**src/rtl/note_recorder.sv**
```systemverilog
`default_nettype none
// ============================================================================
// Module      : note_recorder
// Description : Records live note keys, octave flags and hold times into an
//               event buffer and replays them to the music stage. In IDLE and
//               RECORD the live keys pass through; in PLAY stored events drive
//               the outputs.
// Revision    : 1.0 - initial release
// ============================================================================
module note_recorder #(
    parameter int CLK_HZ  = 100_000_000,
    parameter int TICK_MS = 10,
    parameter int DEPTH   = 64,
    parameter int DUR_W   = 8
) (
    input  logic                     clk,
    input  logic                     reset,
    input  logic                     rec_en,
    input  logic                     play_en,
    input  logic [6:0]               notes_in,
    input  logic                     higher_in,
    input  logic                     lower_in,
    output logic [6:0]               notes_out,
    output logic                     higher_out,
    output logic                     lower_out,
    output logic [1:0]               state,
    output logic [$clog2(DEPTH):0]   count,
    output logic                     full
);
    localparam int C_TICK_CYC = CLK_HZ / 1000 * TICK_MS;
    localparam int C_TW       = (C_TICK_CYC > 1) ? $clog2(C_TICK_CYC) : 1;
    localparam int C_AW       = $clog2(DEPTH);
    localparam int C_CW       = C_AW + 1;
    localparam int C_EW       = 9 + DUR_W;
    localparam logic [DUR_W-1:0] C_DMAX     = '1;
    localparam logic [C_CW-1:0]  C_DEPTH    = C_CW'(DEPTH);
    localparam logic [C_TW-1:0]  C_TICK_END = C_TW'(C_TICK_CYC - 1);

    typedef enum logic [1:0] {
        S_IDLE = 2'b00,
        S_REC  = 2'b01,
        S_PLAY = 2'b10
    } state_t;

    state_t            r_state;
    logic [10:0]       r_sync1;
    logic [10:0]       r_sync2;
    logic              r_rec_prev;
    logic              r_play_prev;
    logic [C_TW-1:0]   r_tick_cnt;
    logic [C_CW-1:0]   r_count;
    logic              r_full;
    logic [8:0]        r_cur;
    logic [DUR_W-1:0]  r_dur;
    logic [C_AW-1:0]   r_rd;
    logic [8:0]        r_ent;
    logic [DUR_W-1:0]  r_rem;
    logic [C_EW-1:0]   r_mem [DEPTH];
    logic [C_EW-1:0]   r_rd_data;

    logic              w_rec_s;
    logic              w_play_s;
    logic [8:0]        w_tuple;
    logic              w_rec_rise;
    logic              w_rec_fall;
    logic              w_play_rise;
    logic              w_play_fall;
    logic              w_tick;
    logic              w_same;
    logic              w_extend;
    logic              w_replace;
    logic              w_we;
    logic              w_last;
    logic              w_count_hits_full;
    logic [C_AW-1:0]   w_raddr;
    logic [C_AW-1:0]   w_waddr;
    logic [C_EW-1:0]   w_wdata;

    // Synchronised copies: {rec_en, play_en, notes, higher, lower}
    assign w_rec_s     = r_sync2[10];
    assign w_play_s    = r_sync2[9];
    assign w_tuple     = r_sync2[8:0];
    assign w_rec_rise  = w_rec_s & ~r_rec_prev;
    assign w_rec_fall  = ~w_rec_s & r_rec_prev;
    assign w_play_rise = w_play_s & ~r_play_prev;
    assign w_play_fall = ~w_play_s & r_play_prev;

    assign w_tick    = (r_state != S_IDLE) && (r_tick_cnt == C_TICK_END);
    assign w_same    = (w_tuple == r_cur);
    assign w_extend  = w_same && (r_dur != C_DMAX);
    assign w_replace = !w_same && (r_dur == '0);

    // Playback prefetches the entry after the current one so it is ready at the next boundary
    assign w_raddr = (r_state == S_PLAY) ? (r_rd + C_AW'(1)) : '0;
    assign w_waddr = r_count[C_AW-1:0];
    assign w_wdata = {r_cur, r_dur};
    assign w_last  = (({1'b0, r_rd} + C_CW'(1)) == r_count);
    assign w_count_hits_full = ((r_count + C_CW'(1)) == C_DEPTH);

    assign state = r_state;
    assign count = r_count;
    assign full  = r_full;

    // Buffer write request: flush on record stop, or close the current event on a tick
    always_comb begin
        w_we = 1'b0;
        if (r_state == S_REC) begin
            if (w_rec_fall) begin
                w_we = (r_dur != '0) && (r_count < C_DEPTH);
            end else if (w_tick) begin
                w_we = !w_extend && !w_replace;
            end
        end
    end

    // Two-stage synchronisers and edge-detect history for all switch inputs
    always_ff @(posedge clk or negedge reset) begin
        if (!reset) begin
            r_sync1     <= '0;
            r_sync2     <= '0;
            r_rec_prev  <= 1'b0;
            r_play_prev <= 1'b0;
        end else begin
            r_sync1     <= {rec_en, play_en, notes_in, higher_in, lower_in};
            r_sync2     <= r_sync1;
            r_rec_prev  <= w_rec_s;
            r_play_prev <= w_play_s;
        end
    end

    // Event buffer: one write and one registered read per cycle, write-first on collision
    always_ff @(posedge clk) begin
        if (w_we) begin
            r_mem[w_waddr] <= w_wdata;
        end
        r_rd_data <= (w_we && (w_waddr == w_raddr)) ? w_wdata : r_mem[w_raddr];
    end

    // Record/playback controller with registered music-stage outputs
    always_ff @(posedge clk or negedge reset) begin
        if (!reset) begin
            r_state    <= S_IDLE;
            r_tick_cnt <= '0;
            r_count    <= '0;
            r_full     <= 1'b0;
            r_cur      <= '0;
            r_dur      <= '0;
            r_rd       <= '0;
            r_ent      <= '0;
            r_rem      <= '0;
            notes_out  <= '0;
            higher_out <= 1'b0;
            lower_out  <= 1'b0;
        end else begin
            if (r_state == S_IDLE || w_tick) begin
                r_tick_cnt <= '0;
            end else begin
                r_tick_cnt <= r_tick_cnt + C_TW'(1);
            end

            if (r_state == S_PLAY) begin
                {notes_out, higher_out, lower_out} <= r_ent;
            end else begin
                {notes_out, higher_out, lower_out} <= w_tuple;
            end

            if (w_we) begin
                r_count <= r_count + C_CW'(1);
                if (w_count_hits_full) begin
                    r_full <= 1'b1;
                end
            end

            case (r_state)
                S_IDLE: begin
                    if (w_rec_rise) begin
                        r_state    <= S_REC;
                        r_count    <= '0;
                        r_full     <= 1'b0;
                        r_cur      <= w_tuple;
                        r_dur      <= '0;
                        r_tick_cnt <= '0;
                    end else if (w_play_rise && (r_count != '0) && !w_rec_s) begin
                        r_state    <= S_PLAY;
                        r_rd       <= '0;
                        r_ent      <= r_rd_data[C_EW-1:DUR_W];
                        r_rem      <= r_rd_data[DUR_W-1:0];
                        r_tick_cnt <= '0;
                    end
                end
                S_REC: begin
                    if (w_rec_fall) begin
                        r_state    <= S_IDLE;
                        r_tick_cnt <= '0;
                    end else if (w_tick) begin
                        if (w_extend) begin
                            r_dur <= r_dur + DUR_W'(1);
                        end else if (w_replace) begin
                            r_cur <= w_tuple;
                        end else begin
                            r_cur <= w_tuple;
                            r_dur <= DUR_W'(1);
                            if (w_count_hits_full) begin
                                r_state    <= S_IDLE;
                                r_tick_cnt <= '0;
                            end
                        end
                    end
                end
                S_PLAY: begin
                    if (w_play_fall) begin
                        r_state    <= S_IDLE;
                        r_tick_cnt <= '0;
                    end else if (w_tick) begin
                        if (r_rem <= DUR_W'(1)) begin
                            if (w_last) begin
                                r_state    <= S_IDLE;
                                r_tick_cnt <= '0;
                            end else begin
                                r_rd  <= r_rd + C_AW'(1);
                                r_ent <= r_rd_data[C_EW-1:DUR_W];
                                r_rem <= r_rd_data[DUR_W-1:0];
                            end
                        end else begin
                            r_rem <= r_rem - DUR_W'(1);
                        end
                    end
                end
                default: begin
                    r_state <= S_IDLE;
                end
            endcase
        end
    end

endmodule
`default_nettype wire

```
**config.mk**
```make
export PLATFORM = sky130hd
export DESIGN_NAME = note_recorder
export DESIGN_NICKNAME = d
export VERILOG_FILES = /design/src/rtl/note_recorder.sv
export SDC_FILE = /design/constraint.sdc
export NUM_CORES = 1
export LEC_CHECK = 0
export BUFFER_PORTS_ARGS = -buffer_cell sky130_fd_sc_hd__buf_2
export CORE_MARGIN = 2
export CORE_UTILIZATION = 45
export DETAILED_ROUTE_END_ITERATION = 7
export MAX_ROUTING_LAYER = met4
export PLACE_DENSITY = 0.67
export SLEW_MARGIN = 20
export SYNTH_ARGS = -nofsm -noshare
export SYNTH_HDL_FRONTEND = slang
export SYNTH_SLANG_ARGS = --single-unit
```
**constraint.sdc**
```tcl
create_clock -name clk -period 6.97 [get_ports clk]
set_input_delay 1.394 -clock clk [delete_from_list [all_inputs] [get_ports clk]]
set_output_delay 1.394 -clock clk [all_outputs]
set_load 0.02 [all_outputs]
```
* Word level (Yosys, flattened, before mapping)
Memories as Yosys holds them, arrays and structs flattened. A register that Yosys moved wholly into a read port is not among the register bits.
Index checks and enable logic that the tools add are counted.
** Word-level totals
- Bits in registers :: 103
- Memory bits (writable) :: 1088
- Output and inout bits :: 19
- Memories :: 1
** Operators by class
- $add $sub $neg :: 6
- Magnitude comparators :: 2
- Equality and inequality tests :: 27
- Mux-type cells :: 73
- Bitwise operators :: 8
- Reductions and logical operators :: 24
** Memories
- r_mem :: depth 64, width 17, rd ports 1, clocked after Yosys merged registers in 1, wr ports 1, line 58 : logic [C_EW-1:0] r_mem [DEPTH];
** Operators with widths (number)
- $mux 20 :: 12
- $mux 9 :: 10
- $mux 8 :: 11
- $pmux 20 s3 :: 1
- $mux 6 :: 7
- $pmux 9 s2 :: 2
- $pmux 8 s2 :: 2
- $mux 7 :: 4
- $ne 3x3->1 const B :: 8
- $mux 2 :: 11
- $add 20x1->20 const B :: 1
- $eq 20x20->1 const B :: 1
- $ne 2x2->1 const B :: 8
- $pmux 6 s2 :: 1
- $mux 1 :: 11
- $reduce_and 5->1 :: 2
- $eq 9x9->1 :: 1
- $add 8x1->8 const B :: 1
- $le 8x1->1 const B :: 1
- $logic_not 8->1 :: 1
- $ne 8x8->1 const B :: 1
- $reduce_and 8->1 :: 1
- $reduce_bool 8->1 :: 1
- $sub 8x1->8 const B :: 1
- other kinds (21) :: 40

* Longest topological paths before layout
Gate-level depths: netlist of the first run.
- Word-level depth :: 11
- Gate-level depth with buffers :: 10

* Least setup slack after synthesis of the first run
Ideal clock, no wire load.
- Kind :: flip-flop to flip-flop
- Start :: reg r_dur[1]
- End :: mem r_mem[10][0] (netlist name), enable pin
- Data arrival time :: 3.795 ns
- Data required time :: 6.579 ns
- Path slack :: 2.785 ns
- Stages on the path, launching flop included :: 9
- Buffers on the path :: 1
- Clock period less this slack :: 4.185 ns
- Path through :: dfrtp_1 > ha_1 > nand3_1 > nor3_1 > and4b_1 > o41ai_4 > buf_2 > nand3_1 > nor2_1
** On the way
- Longest elaborated chain between the ends :: 9
- Elaborated cells on any way between the ends :: 14
** RTL lines
- start: declaration :: line 54 : logic [DUR_W-1:0] r_dur;
- start signal: assignment :: line 197 : r_dur <= r_dur + DUR_W'(1);
- $ne 8x8->1 or $logic_not 8->1 (tied branches) :: line 90, 91
- $logic_and 1x1->1 (on tied branches) :: line 90, 91
- $logic_not 1->1 :: line 111 : w_we = !w_extend && !w_replace;
- $logic_and 1x1->1 :: line 111
- $mux 1 :: line 110 : end else if (w_tick) begin
- $mux 1 (*) :: line 108 : if (w_rec_fall) begin
- $mux 1 (*) :: line 107 : if (r_state == S_REC) begin
- $mux 1 (*) :: line 133 : if (w_we) begin
- $mux 1 (not written as such) (*) :: line 134 : r_mem[w_waddr] <= w_wdata;
- end: declaration :: line 58
Mark *: on every way between the ends. The rest lies on a longest branch, timed or not.

* Final worst setup path of the first run
- Start :: reg r_dur[0]
- End :: mem r_mem[58][12] (netlist name), enable pin
The elaborated chain is that of the path after synthesis.

==> results of run 1 <==
[worst reg2reg max path, cell delays in order (launching register included)]
cell	delay, ps
sky130_fd_sc_hd__dfrtp_2	650
sky130_fd_sc_hd__buf_4	590
sky130_fd_sc_hd__inv_1	190
sky130_fd_sc_hd__ha_1	240
sky130_fd_sc_hd__nor4b_1	140
sky130_fd_sc_hd__nand2_1	140
sky130_fd_sc_hd__a31oi_1	110
sky130_fd_sc_hd__o41ai_4	250
sky130_fd_sc_hd__buf_4	370
sky130_fd_sc_hd__nand4_1	350
sky130_fd_sc_hd__nor2_1	810
sky130_fd_sc_hd__buf_4	310
[cell type report]
type | count | area (um2) | share of cell area, %
tap | 1368 | 1710 | 3.23
clock buffer | 145 | 3170 | 5.98
sequential | 1197 | 35400 | 66.9
antenna | 4 | 10.0 | 0.0189
timing repair buffer | 135 | 992 | 1.87
clock inverter | 72 | 901 | 1.70
inverter | 15 | 56.3 | 0.106
multi-input combinational | 850 | 10700 | 20.2
[report_power, final]
group	leakage, uW	internal (uW)	switching (uW)
Combinational	0.00338	108	331
Sequential	0.0106	8010	137
Clock	0.00199	3930	2660
Total	0.0160	12100	3130
[path summary, 6_finish.rpt]
path,start,to,slack [ps],cells after the start
max in group asynchronous,reset,r_cur[4],5290,2
max reg2reg,r_dur[0],r_mem[58][12],2540,11
min,r_sync1[0],r_sync2[0],350,0
min in group asynchronous,reset,r_rd[2],570,1
max,r_dur[0],r_mem[58][12],2540,11
min reg2reg,r_sync1[0],r_sync2[0],350,0
[cell usage in the layout (no fill, tap or decap), types with 6 or more instances in the layout]
cell,n
sky130_fd_sc_hd__o21ai_0,18
sky130_fd_sc_hd__nor2b_1,15
sky130_fd_sc_hd__ha_1,8
sky130_fd_sc_hd__xor2_1,16
sky130_fd_sc_hd__nor2_1,117
sky130_fd_sc_hd__mux4_2,328
sky130_fd_sc_hd__nand4_1,7
sky130_fd_sc_hd__xnor2_1,20
sky130_fd_sc_hd__clkbuf_16,120
sky130_fd_sc_hd__a22oi_1,26
sky130_fd_sc_hd__edfxtp_1,1088
sky130_fd_sc_hd__clkinv_4,9
sky130_fd_sc_hd__nand2_1,64
sky130_fd_sc_hd__clkinv_2,20
sky130_fd_sc_hd__buf_4,100
sky130_fd_sc_hd__nand2b_1,10
sky130_fd_sc_hd__dfrtp_2,11
sky130_fd_sc_hd__a21oi_1,10
sky130_fd_sc_hd__and3_1,14
sky130_fd_sc_hd__dfrtp_1,86
sky130_fd_sc_hd__mux2_2,27
sky130_fd_sc_hd__clkinv_1,14
sky130_fd_sc_hd__clkbuf_1,16
sky130_fd_sc_hd__dfrtp_4,6
sky130_fd_sc_hd__bufinv_16,19
sky130_fd_sc_hd__nor3_1,21
sky130_fd_sc_hd__nand3_1,34
sky130_fd_sc_hd__a211oi_1,7
sky130_fd_sc_hd__mux2i_1,27
sky130_fd_sc_hd__inv_1,13
sky130_fd_sc_hd__buf_2,30
sky130_fd_sc_hd__clkbuf_8,6
[cells by family (layout without fill, tap and decap cells)]
family | Yosys count | count (layout) | share of synthesized area (%)
adder cells (fa/ha/maj) | 8 | 8 | 0.215
multiplexers | 383 | 383 | 17.1
AND/OR/NAND/NOR | 316 | 316 | 3.25
other | 0 | 4 | 0
buffers and inverters | 119 | 367 | 1.01
flip-flops | 1197 | 1197 | 76.0
XOR/XNOR | 38 | 38 | 0.774
AO/OA/AOI/OAI | 105 | 105 | 1.64
[metrics by stage]
| stage | instance area, um2 | util (%) | setup slack, ps | hold WS, ps |
|---|---|---|---|---|
| 2_1_floorplan | 46600 | - | 2780 | 331 |
| 3_3_place_gp | 48900 | 47.8 | 2840 | 340 |
| 3_5_place_dp | 48900 | 47.8 | 2620 | 335 |
| 4_1_cts | 53000 | 51.8 | 2610 | 357 |
| 5_1_grt | 53000 | 51.8 | 2310 | 360 |
| 6_report | 53000 | 51.8 | 2540 | 353 |
[registers in the layout (all words and copies together) (netlist names), 2 cells and up, named ones only]
register,flops
r_mem,1088
r_tick_cnt,20
r_sync1,11
r_sync2,11
r_cur,9
r_ent,9
r_dur,8
r_rem,8
count,7
notes_out,7
r_rd,6
state,2
[metal layers]
metal | up-vias | share of wire (%)
li1 | 9319 | -
met1 | 12200 | 41
met2 | 1029 | 47
met3 | 193 | 8.2
met4 | 0 | 3.0
met5 | - | 0
==> results.txt, run 1 <==
The worst-case headroom to the max-slew limit came out at 27.2%. The proportion of synthesized flip-flops having asynchronous set or reset is 8.60%. The area of the core region came out at around 100000 um2.

The number of iterations in the first detailed-routing pass came out at 6. The type of the worst min-delay path is flop to flop. Summing every instance area after synthesis gives about 47000 um2.

The register bit total from synthesis came out at 1197. Broken down by cell family, the worst path's largest delay share belongs to simple AND/OR/NAND/NOR gates. The DRC violations left is 0. The share of the Yosys chip area taken by registers is 76.0%. The final HPWL from detailed placement came out at between 60000 and 70000 um. The category of the most critical setup path is flop to flop. Counting every instance in the synthesized netlist gives between 2000 and 2500. Pin placement for this block handled 32 I/O pins. The peak per-stage delay on the critical path is 810 ps.

Setup repair after global routing left no endpoint under its margin. After routing, the total negative slack on setup checks comes to 0 ps. The average detailed-routed wire length per instance is 29.6 um. The final net count is 2337.

The global routing met1 resource utilization is 30.2%. The total wirelength of the detailed-routed design came out at 112000 um. The width of the die came out at between 300 and 400 um. The final number of max-transition violations came out at 0. The largest vdd supply drop is 0.214 mV. For this run, the leading register cell type out of synthesis is sky130_fd_sc_hd__edfxtp_1. The first global-routing pass estimated between 150000 and 200000 um of wire. The worst path arrival time is 4840 ps.

The clock tree from TritonCTS is yes. The maximum clock path buffer count is 3. The worst path required time came out at 7380 ps. The number of setup buffers added after CTS is 0. The number of buffers inserted during clock tree synthesis came out at 117. The minimum clock period came out at 4430 ps. The library cell contributing the largest single delay on the critical path is sky130_fd_sc_hd__nor2_1. The actual transition at the worst max-transition pin is 1080 ps. The flow ran to the end, and the final reports show no timing, DRC or antenna violations.

Sorting the synthesized cells by area gives the leading types as sky130_fd_sc_hd__edfxtp_1 70%, sky130_fd_sc_hd__mux4_2 16%, sky130_fd_sc_hd__dfrtp_1 5.5%. Across the routed clock network, the largest skew measured is between 30 and 40 ps. The count of flip-flops with a built-in enable after synthesis came out at 1088. The fraction of the cycle the final worst path needs came out at 63.6%. Measured along the y axis, the die boundary spans around 330 um. The number of nets still failing antenna checks after routing is 0. The met3 usage is 4.03%. The timing-limited maximum frequency came out at 0.226 GHz. The area fraction of the dominant cell type after synthesis came out at 70.2%.

The number of inserted filler cells in the final layout came out at 7867. The count of endpoints failing setup in the final report is 0. Clock-pin slew was measured on the worst setup and hold paths at 60 ps. Excluding fillers, the count of instances in the completed layout stands at 3786. The count of buffers from port buffering is 31. The average cell area after synthesis came out at roughly 21 um2. The leftover overflow at the end of global routing came out at 0. The worst setup path is captured at a flop. The proportion of layout cells with a drive suffix above 1 came out at 29.5%. The number of design-rule violations left by the first detailed-router iteration came out at 2856.

The leakage power figure came out at 0.0160 uW. The clock reaches the later pin of the worst-skew pair after 710 ps. The net count after synthesis is 2187. The clock tree synthesis step divided the H-tree into 3 levels.

The last weighted congestion value of the routability-driven placer is slightly below 0.9. The cell with the most instances after synthesis is sky130_fd_sc_hd__edfxtp_1. Along the worst path, the maximum fanout reaches 46. The total number of vias came out at roughly 23000. The kind of launch point of the worst setup path is a flop. The number of maximum-capacitance violations came out at 0. The power after layout is 15200 uW.

The number of unique standard cell types used by synthesis came out at 65. The hold-fix buffer count after cts came out at 0. Entering global routing, the biggest net connects 124 pins. The die covers 106000 um2.

The power density over cell area is about 290 nW/um2. For this run, the number of Yosys warnings is 0. In this design, the critical path's most frequently occurring cell is sky130_fd_sc_hd__buf_4. The number of global-route vias before repair was 22700.

The number of failing hold endpoints at the final stage is 0. met2 is the most crowded layer. The via density per instance is around 6.0. The global routing usage summed across all routing layers came out at 21.8%. The number of instances in the placed design came out at 3565. The total buffers and inverters traversed by the critical path is 4. The number of antenna violations at the first check in global routing is 1. For this configuration, the core starts out at a cell density of 45.6%. sky130_fd_sc_hd__edfxtp_1 takes more of the synthesized area than any other cell. Walking the worst path, the cells encountered are buf_4, inv_1, ha_1, nor4b_1, nand2_1, a31oi_1, o41ai_4, buf_4, nand4_1, nor2_1, buf_4. Counting instances in the post-synthesis netlist gives the leading cell types as 1088 x sky130_fd_sc_hd__edfxtp_1, 328 x sky130_fd_sc_hd__mux4_2, 117 x sky130_fd_sc_hd__nor2_1, 103 x sky130_fd_sc_hd__dfrtp_1, 64 x sky130_fd_sc_hd__nand2_1. The cell sitting at the root of the clock tree is a sky130_fd_sc_hd__clkbuf_16.

The count of clock tree sinks came out at around 1200. The count of instances resized after the clock tree is built came out at 0. For this run, global-route usage on met2 was measured as 33.1%. In this run the core area contains 117 standard-cell rows. The area added between synthesis and finish came out at 13.8%.
Note: power is estimated with default switching activity, not from simulation.
==> inputs of run 2 (changes only) <==
- clock period: 6.97 -> 4.1 ns (I/O delays scaled with it)
==> run 2 against run 1 <==
Net effect: wire length increased by 2.6%; clock skew decreased by 8.4 ps; cell count rose by 1.0%; die area unchanged; design area rose by 0.47%; critical path depth shrank 3; combinational power up 120%; non-clock buffer count rose by 46; setup slack got worse by 2100 ps; register-to-register slack got worse by 2100 ps; first-iteration DRC count rose by 1.8%; critical path type unchanged; largest cell class unchanged; highest routed layer unchanged.
==> results.txt, run 2 (synthesis results as in run 1) <==
The flow ran to the end, and the final reports show no timing, DRC or antenna violations. The cell area after placement came out at 49300 um2. The critical path contains buffers and inverters numbering 2 combined. The timing-limited maximum frequency is 0.273 GHz. STA puts the critical path data required time at around 4500 ps. The power density over cell area came out at 480 nW/um2. The slack of the worst reg-to-reg path is roughly 440 ps. The worst-path maximum fanout came out at 17. The worst setup path is of the flop to flop kind. The H-tree depth reported by CTS came out at 3.

The leakage power figure came out at 0.0162 uW. The number of antenna violations at the first check in global routing was 3. The width of the die is 326 um. Measured against its own limit, the worst slew margin works out to 16.9%. The number of failing hold endpoints at the final stage came to 0.

The register with the most flip-flops in the layout has 1088 of them. The number of global-route vias before repair is 23200. For this run, the slowest stage of the critical path takes 560 ps. The number of cells on the worst reg-to-reg path is 8.

The count of instances resized after the clock tree is built is 0. After detailed routing, the average wire length per cell comes to 30.0 um. The clock transition at the registers of the reported paths came out at roughly 60 ps. The maximum number of pins on one net before global-route repair came out at 69. Among all stages on the critical path, the largest delay is contributed by sky130_fd_sc_hd__or4_4.

32 I/O pins were placed. The number of clock buffers added by TritonCTS is 115. The floorplan has 117 rows.

The final standard cell count with taps included and fillers excluded came out at 3825. The final number of max-transition violations came out at 0. For this run, global-route usage on met1 was measured as roughly a third. The number of iterations in the first detailed-routing pass came out at 6. The largest vdd supply drop is 0.357 mV. The fraction of the cycle the final worst path needs is 89.3%. The critical path goes through or4_4, nor4_4, nand2_2, o41ai_4, buf_4, nand4_1, nor2_1, buf_4. The area added between synthesis and finish is 14.3%. The met3 usage is 3.12%.

After the first detailed-routing iteration, the DRC count stood at approximately 2900. The actual transition at the worst max-transition pin came out at 1240 ps. Setup repair after global routing left no endpoint under its margin.

The final net count came out at 2381. Setup violations remaining at the end of the flow were counted as 0. The last weighted congestion value of the routability-driven placer is 0.876. The total overflow left after global routing is 0.

TritonCTS built the clock tree. The first-pass GRT wire length is 167000 um. After detailed routing, the total wire length is 115000 um.

The number of nets still failing antenna checks after routing came out at 0. The worst setup path is launched from a flop. STA puts the critical path data arrival time at 4030 ps.

The tool flagged a number of max-cap violations equal to 0. The worst setup path is captured at a flop. The startpoint identified for the worst register-to-register timing path is r_tick_cnt[7]. After floorplanning, the core was sized to cover 102000 um2. The full die area came out at between 100000 and 150000 um2. Port buffering added 31 buffers. In the layout the commonest cells are 1088 x sky130_fd_sc_hd__edfxtp_1, 328 x sky130_fd_sc_hd__mux4_2, 140 x sky130_fd_sc_hd__buf_4. The die height is ~330 um. The DRC violations left came out at 0. In the final layout, the registers with the most flip-flops are r_mem x1088, r_tick_cnt x20. In this run the worst setup path begins at r_tick_cnt[7]. The worst-case clock skew came out at ~24 ps. In this run the critical register-to-register path is captured at r_mem[27][0]. The met2 capacity usage during global routing came out at 34.3%. The count of clock tree sinks is approximately 1200. The later-pin clock latency in the skew report came out at 700 ps.

The worst slack on hold paths came out at 173 ps. The library cell used most frequently in the layout, excluding fill and tap cells, is sky130_fd_sc_hd__edfxtp_1. After global routing, the most crowded layer is met2. The number of instances in the placed design came out at 3611.

The most numerous cell type found on the critical path is sky130_fd_sc_hd__buf_4. The effective utilization at floorplan is 45.6%. Using the TritonRoute via totals, the vias-per-cell ratio works out to about 6. The global routing usage summed across all routing layers is 22.4%. In this design, the largest share of critical-path delay is due to simple AND/OR/NAND/NOR gates. Post-CTS timing repair inserted 0 buffers for setup. The total number of vias is 23100.

The top register by number of flip-flops is r_mem. The final HPWL from detailed placement came out at 69500 um. The proportion of layout cells with a drive suffix above 1 is 30.7%.

The worst hold path belongs to the class input pin to asynchronous set/reset pin. The hold-fix buffer count after cts came out at 0. The cell area after layout came out at 53200 um2. The maximum clock path buffer count is 3. The root buffer cell is sky130_fd_sc_hd__clkbuf_16.

The minimum clock period is 3660 ps.
==> run 2: cell count changes in the layout (fill, tap and decap cells not counted), sizes merged <==
cell      change
diode         -3
bufinv        -1
clkinv        +7
clkbuf       -18
inv           +4
buf          +46
clkinvlp      +4
==> run 2: per-layer routing <==
layer  up-vias  wire (um)
met4         0       3430
li1       9408          -
met3       155       9330
met1     12300      47200
met5         -          0
met2      1147      54900
==> run 2: per-stage QoR <==
stage | util (%) | TNS, ps | worst slack (ps) | total power (uW)
final | 52.1 | 0 | 438 | 25500
after global routing | 52.1 | 0 | 264 | 26200
after CTS | 52.1 | 0 | 460 | 25700
after detailed placement | 48.3 | 0 | 497 | 14900
after global placement | 48.3 | 0 | 610 | 14900
after floorplan | - | -23180 | -85.2 | 14400
==> run 2: power breakdown <==
group          internal, uW  switching (uW)
clock                  6340            4550
sequential            13600            63.3
combinational           195             774
total                 20200            5380
==> run 2: how the worst max path moves through the flow <==
stage	to	slack (ps)	cells past startpoint
final	r_mem[27][0]	440	8
after global routing	r_mem[28][15]	260	8
after CTS	r_mem[27][0]	460	8
after detailed placement	r_mem[28][2]	500	8
after global placement	r_mem[25][13]	610	8
after floorplan	r_mem[10][0]	-90	8
==> run 2: layout make-up <==
| type | instances | area, um2 |
|---|---|---|
| antenna | 1 | 2.50 |
| sequential | 1197 | 35400 |
| inverter | 15 | 56.3 |
| clock buffer | 127 | 2950 |
| tap | 1368 | 1710 |
| timing repair buffer | 181 | 1420 |
| multi-input combinational | 850 | 10700 |
| fill | 7821 | 49000 |
| clock inverter | 86 | 957 |
==> run 2: worst register-to-register path: cells and delay by family, from the launching register on <==
| family | cells | cell delay, ps |
|---|---|---|
| and+or+nand+nor | 5 | 1840 |
| buffers and inverters | 2 | 610 |
| AOI/OAI and AO/OA | 1 | 450 |
| DFF | 1 | 420 |
